### config.mk
export PLATFORM = sky130hd
export DESIGN_NAME = pipe_stage_reg
export DESIGN_NICKNAME = d
export VERILOG_FILES = /design/src/rtl/pipe_stage_reg.sv
export SDC_FILE = /design/constraint.sdc
export NUM_CORES = 1
export LEC_CHECK = 0
export CORE_MARGIN = 3
export CORE_UTILIZATION = 35
export CTS_BUF_LIST = sky130_fd_sc_hd__clkbuf_4 sky130_fd_sc_hd__clkbuf_8
export DETAILED_ROUTE_END_ITERATION = 7
export PLACE_DENSITY = 0.58
export SYNTH_ARGS = -nofsm -noshare
export SYNTH_HDL_FRONTEND = slang
export SYNTH_SLANG_ARGS = --single-unit
### constraint.sdc
create_clock -name cpu_clk -period 11.6 [get_ports cpu_clk]
set_clock_uncertainty 0.1 [all_clocks]
set_input_delay 2.32 -clock cpu_clk [delete_from_list [all_inputs] [get_ports cpu_clk]]
set_output_delay 2.32 -clock cpu_clk [all_outputs]
set_load 0.005 [all_outputs]
### src/rtl/pipe_stage_reg.sv
// rtl/pipe_stage_reg.sv - parametrised pipeline stage register with skid buffer and flush
module pipe_stage_reg #(
  parameter int          DATA_W  = 32,
  parameter int          NCH     = 3,
  parameter int          NOP_CH  = 1,
  parameter logic [31:0] NOP_VAL = 32'h00000013,
  parameter bit          SKID    = 1'b1
) (
  input  logic                  cpu_clk,
  input  logic                  cpu_rst,
  input  logic                  in_valid,
  output logic                  in_ready,
  input  logic [NCH*DATA_W-1:0] in_data,
  input  logic                  flush,
  output logic                  out_valid,
  input  logic                  out_ready,
  output logic [NCH*DATA_W-1:0] out_data,
  output logic [1:0]            occupancy
);

  localparam int W = NCH * DATA_W;
  // NOP pattern narrowed or zero-extended to one channel, then placed in its lane
  localparam logic [DATA_W-1:0] NOP_WORD = DATA_W'(NOP_VAL);
  localparam logic [W-1:0]      BUBBLE   = W'(NOP_WORD) << (NOP_CH * DATA_W);

  logic         main_valid, main_valid_n;
  logic         skid_valid, skid_valid_n;
  logic [W-1:0] main_data, main_data_n;
  logic [W-1:0] skid_data, skid_data_n;
  logic         push, pop;

  assign push      = in_valid && in_ready;
  assign pop       = main_valid && out_ready;
  assign out_valid = main_valid;
  assign out_data  = main_data;
  assign occupancy = {1'b0, main_valid} + {1'b0, skid_valid};

  // Next-state for the EMPTY/ONE/TWO entry pair; flush overrides everything
  always_comb begin
    main_valid_n = main_valid;
    skid_valid_n = skid_valid;
    main_data_n  = main_data;
    skid_data_n  = skid_data;
    if (flush) begin
      main_valid_n = 1'b0;
      skid_valid_n = 1'b0;
      main_data_n  = BUBBLE;
      skid_data_n  = BUBBLE;
    end else begin
      case ({main_valid, skid_valid})
        2'b00: begin
          if (push) begin
            main_valid_n = 1'b1;
            main_data_n  = in_data;
          end
        end
        2'b10: begin
          if (push && pop) begin
            main_data_n = in_data;
          end else if (pop) begin
            main_valid_n = 1'b0;
            main_data_n  = BUBBLE;
          end else if (push) begin
            skid_valid_n = 1'b1;
            skid_data_n  = in_data;
          end
        end
        2'b11: begin
          if (pop) begin
            main_data_n  = skid_data;
            skid_valid_n = 1'b0;
            skid_data_n  = BUBBLE;
          end
        end
        default: begin
          // skid held without main cannot arise; fall back to empty
          main_valid_n = 1'b0;
          skid_valid_n = 1'b0;
          main_data_n  = BUBBLE;
          skid_data_n  = BUBBLE;
        end
      endcase
    end
  end

  // Entry storage, cleared to bubbles on reset
  always_ff @(posedge cpu_clk or posedge cpu_rst) begin
    if (cpu_rst) begin
      main_valid <= 1'b0;
      skid_valid <= 1'b0;
      main_data  <= BUBBLE;
      skid_data  <= BUBBLE;
    end else begin
      main_valid <= main_valid_n;
      skid_valid <= skid_valid_n;
      main_data  <= main_data_n;
      skid_data  <= skid_data_n;
    end
  end

  if (SKID) begin : g_skid
    logic ready_q;
    // Registered ready: the skid entry absorbs the push accepted while it drops
    always_ff @(posedge cpu_clk or posedge cpu_rst) begin
      if (cpu_rst) ready_q <= 1'b1;
      else         ready_q <= !skid_valid_n;
    end
    assign in_ready = ready_q;
  end else begin : g_noskid
    assign in_ready = !main_valid || out_ready;
  end

endmodule

==> results.json <==
{
  "cts_resized": 0,
  "final_area_um2": 11800,
  "holdCritStartpoint": "out_data[68]$_DFFE_PP0P_",
  "fp.coreArea_um2": 25600,
  "synth_seq_cells": 195,
  "syn-cell-area_um2": 9260,
  "finalCriticalPeriod_ps": 5330,
  "ctsRootBufferMaster": "clkbuf_8",
  "place_congestion": 0.724,
  "drt_pre_antenna_iters": 5,
  "clockPowerShare_pct": 23.9,
  "r2r-end": "out_data[10]$_DFFE_PP0P_",
  "post-dp-hpwl_mm": 13.9,
  "hold_end": "out_data[68]$_DFFE_PP0P_",
  "clk_latency_ps": 470,
  "multi_input_area_um2": 3710,
  "max_freq_mhz": 188,
  "die_x_um": 169,
  "syn_inst": 762,
  "holdPathStages": 1,
  "first_global_vias": 6444,
  "final_antenna_net_count": 0,
  "cts_sinks": 195,
  "htreeDepth": 4,
  "critPathKind": "primary input to flop",
  "critPathMaxFanout": 46,
  "p_leak_nw": 5.41,
  "combPwrFrac_pct": 31.3,
  "synth_cell_type_count": 37,
  "routed-via-count": 6164,
  "p_int_mw": 1.33,
  "drive_above_1_share_pct": 12.2,
  "port_buffers": 200,
  "cts_buffers": 17,
  "drc": 0,
  "track_usage_pct": 16.1,
  "r2r_start": "out_valid$_DFFE_PP0P_",
  "finalMaxSlewViolations": 0,
  "cp-end-kind": "flop",
  "cts_hold_buffers": 0,
  "avgRoutedWirePerCell_um": 17.6,
  "ios": 201,
  "period_share_pct": 45.9,
  "layout.area.seq_um2": 4890,
  "power-per-cell-area_nw_per_um2": 161,
  "switching_share_pct": 30.5,
  "area_growth_pct": 27.8,
  "max_cap_viol_count": 0,
  "final.setup.tns_ps": 0,
  "cts_setup_buffers": 0,
  "cts_tree": "done",
  "critical_path_required_ps": 11850,
  "async_reset_ff_share_pct": 100,
  "yosysWarnings": 0,
  "pwr-share-seq_pct": 44.8,
  "finalWirelength_mm": 22.5,
  "core.rowCount": 58,
  "hold_violations": 0,
  "worstPathArrival_ps": 5580,
  "hp-class": "flop to flop",
  "r2r_cells": 7,
  "startpoint_type": "primary input",
  "place_area_um2": 11400,
  "grt_pass1_wl_mm": 36.4,
  "worstMarginPinSlew_ps": 1130,
  "r2r_setup_slack_ps": 7670,
  "rsz0062_at_grt": "false",
  "synth_flop_cell": "dfrtp_1",
  "final_cell_mix": "clkdlybuf4s50_1, dfrtp_1, inv_1",
  "layout.nets": 1039,
  "antenna_found_initial": 1,
  "ys_seq_area_share_pct": 52.8,
  "synth_edf_count": 0,
  "final_common_cell": "clkdlybuf4s50_1",
  "peakVddDrop_uv": 76.8,
  "synthesis.nets": 867,
  "via_per_inst": 4.82,
  "cts.path.max_buffers": 2,
  "net-switching-power_mw": 0.582,
  "relSlewSlack_pct": 24.4,
  "status": "completed",
  "setup_viol": 0,
  "start_util_pct": 36.2,
  "gr-total-overflow": 0,
  "fillers": 2352,
  "drt_iter0_drc": 409,
  "die_area_um2": 28500,
  "dieHeight_um": 169,
  "clk_pin_slew_worst_paths_ps": 100,
  "avgSynthCellArea_um2": 12.2,
  "grt_max_degree": 121
}
cells in the mapped netlist (7+ instances only):
library cell	instances	area [um2]
inv_1	97	364
mux2_2	12	135
mux2_4	50	751
buf_4	10	75.1
nand2_1	95	357
mux2i_1	93	931
buf_6	11	124
dfstp_2	7	184
clkbuf_1	17	63.8
mux2_1	36	405
a22o_1	92	806
dfrtp_1	188	4700
buf_2	12	60.1
area by class of cell:
class                           count  share of cell area (%)
Antenna cell                        1                  0.0211
Clock buffer                       20                    2.22
Tap cell                          330                    3.49
Inverter                           97                    3.14
Sequential cell                   195                    41.3
Clock inverter                     12                    1.14
Timing Repair Buffer              207                    17.4
Multi-Input combinational cell    416                    31.3
sequential cells by signal, indices dropped and copies added (netlist names):
signal,cells
out_valid,1
in_ready,1
skid_data,96
out_data,96
skid_valid,1
cell families (layout without fill, tap and decap cells):
group / after synthesis / count (layout) / share of synthesized area, %
AO/OA/AOI/OAI: 109 / 109 / 10.2
adder cells (fa/ha/maj): 4 / 4 / 0.540
buffers and inverters: 151 / 336 / 7.59
flip-flops: 195 / 195 / 52.8
multiplexers: 191 / 191 / 24.0
other: 0 / 1 / 0
AND/OR/NAND/NOR: 112 / 112 / 4.90
worst max-delay path, cell delays in order:
cell	delay, ps
clkdlybuf4s50_1	430
and2_1	220
o2bb2ai_2	180
nor2b_4	720
buf_4	520
buf_4	760
mux2_4	350
metal layers:
| metal | wire [um] | vias up | track usage [%] |
|---|---|---|---|
| li1 | - | 2930 | - |
| met1 | 10600 | 3067 | 22.3 |
| met2 | 10300 | 151 | 25.3 |
| met3 | 1280 | 16 | 4.27 |
| met4 | 303 | 0 | 4.06 |
| met5 | 0 | - | 0 |
power by group through the flow:
stage / clock (mW) / combinational [mW] / sequential (mW)
2_1_floorplan: 0 / 0.349 / 0.859
3_3_place_gp: 0 / 0.603 / 0.869
3_5_place_dp: 0 / 0.608 / 0.868
4_1_cts: 0.479 / 0.610 / 0.856
5_1_grt: 0.507 / 0.649 / 0.870
6_report: 0.456 / 0.598 / 0.855
worst max-delay path by stage:
stage	start	to	slack, ps	cells past startpoint
2_1_floorplan	cpu_rst	out_data[0]$_DFFE_PP0P_	3880	1
3_3_place_gp	out_ready	out_data[82]$_DFFE_PP0P_	5790	7
3_5_place_dp	out_ready	out_data[82]$_DFFE_PP0P_	5740	7
5_1_grt	out_ready	out_data[82]$_DFFE_PP0P_	6080	7
4_1_cts	out_ready	out_data[82]$_DFFE_PP0P_	6270	7
6_report	out_ready	out_data[10]$_DFFE_PP0P_	6270	7
stage by stage:
step	hold WS (ps)	total power, mW	cells	util (%)	setup WS, ps
after detailed placement	384	1.48	1245	44.6	5740
after floorplan	389	1.21	762	-	3880
after global placement	376	1.47	1245	44.6	5790
after CTS	407	1.94	1277	46.2	6270
final	400	1.91	1278	46.2	6270
after global routing	415	2.03	1278	46.2	6080
(Power assumes the default switching activity.)
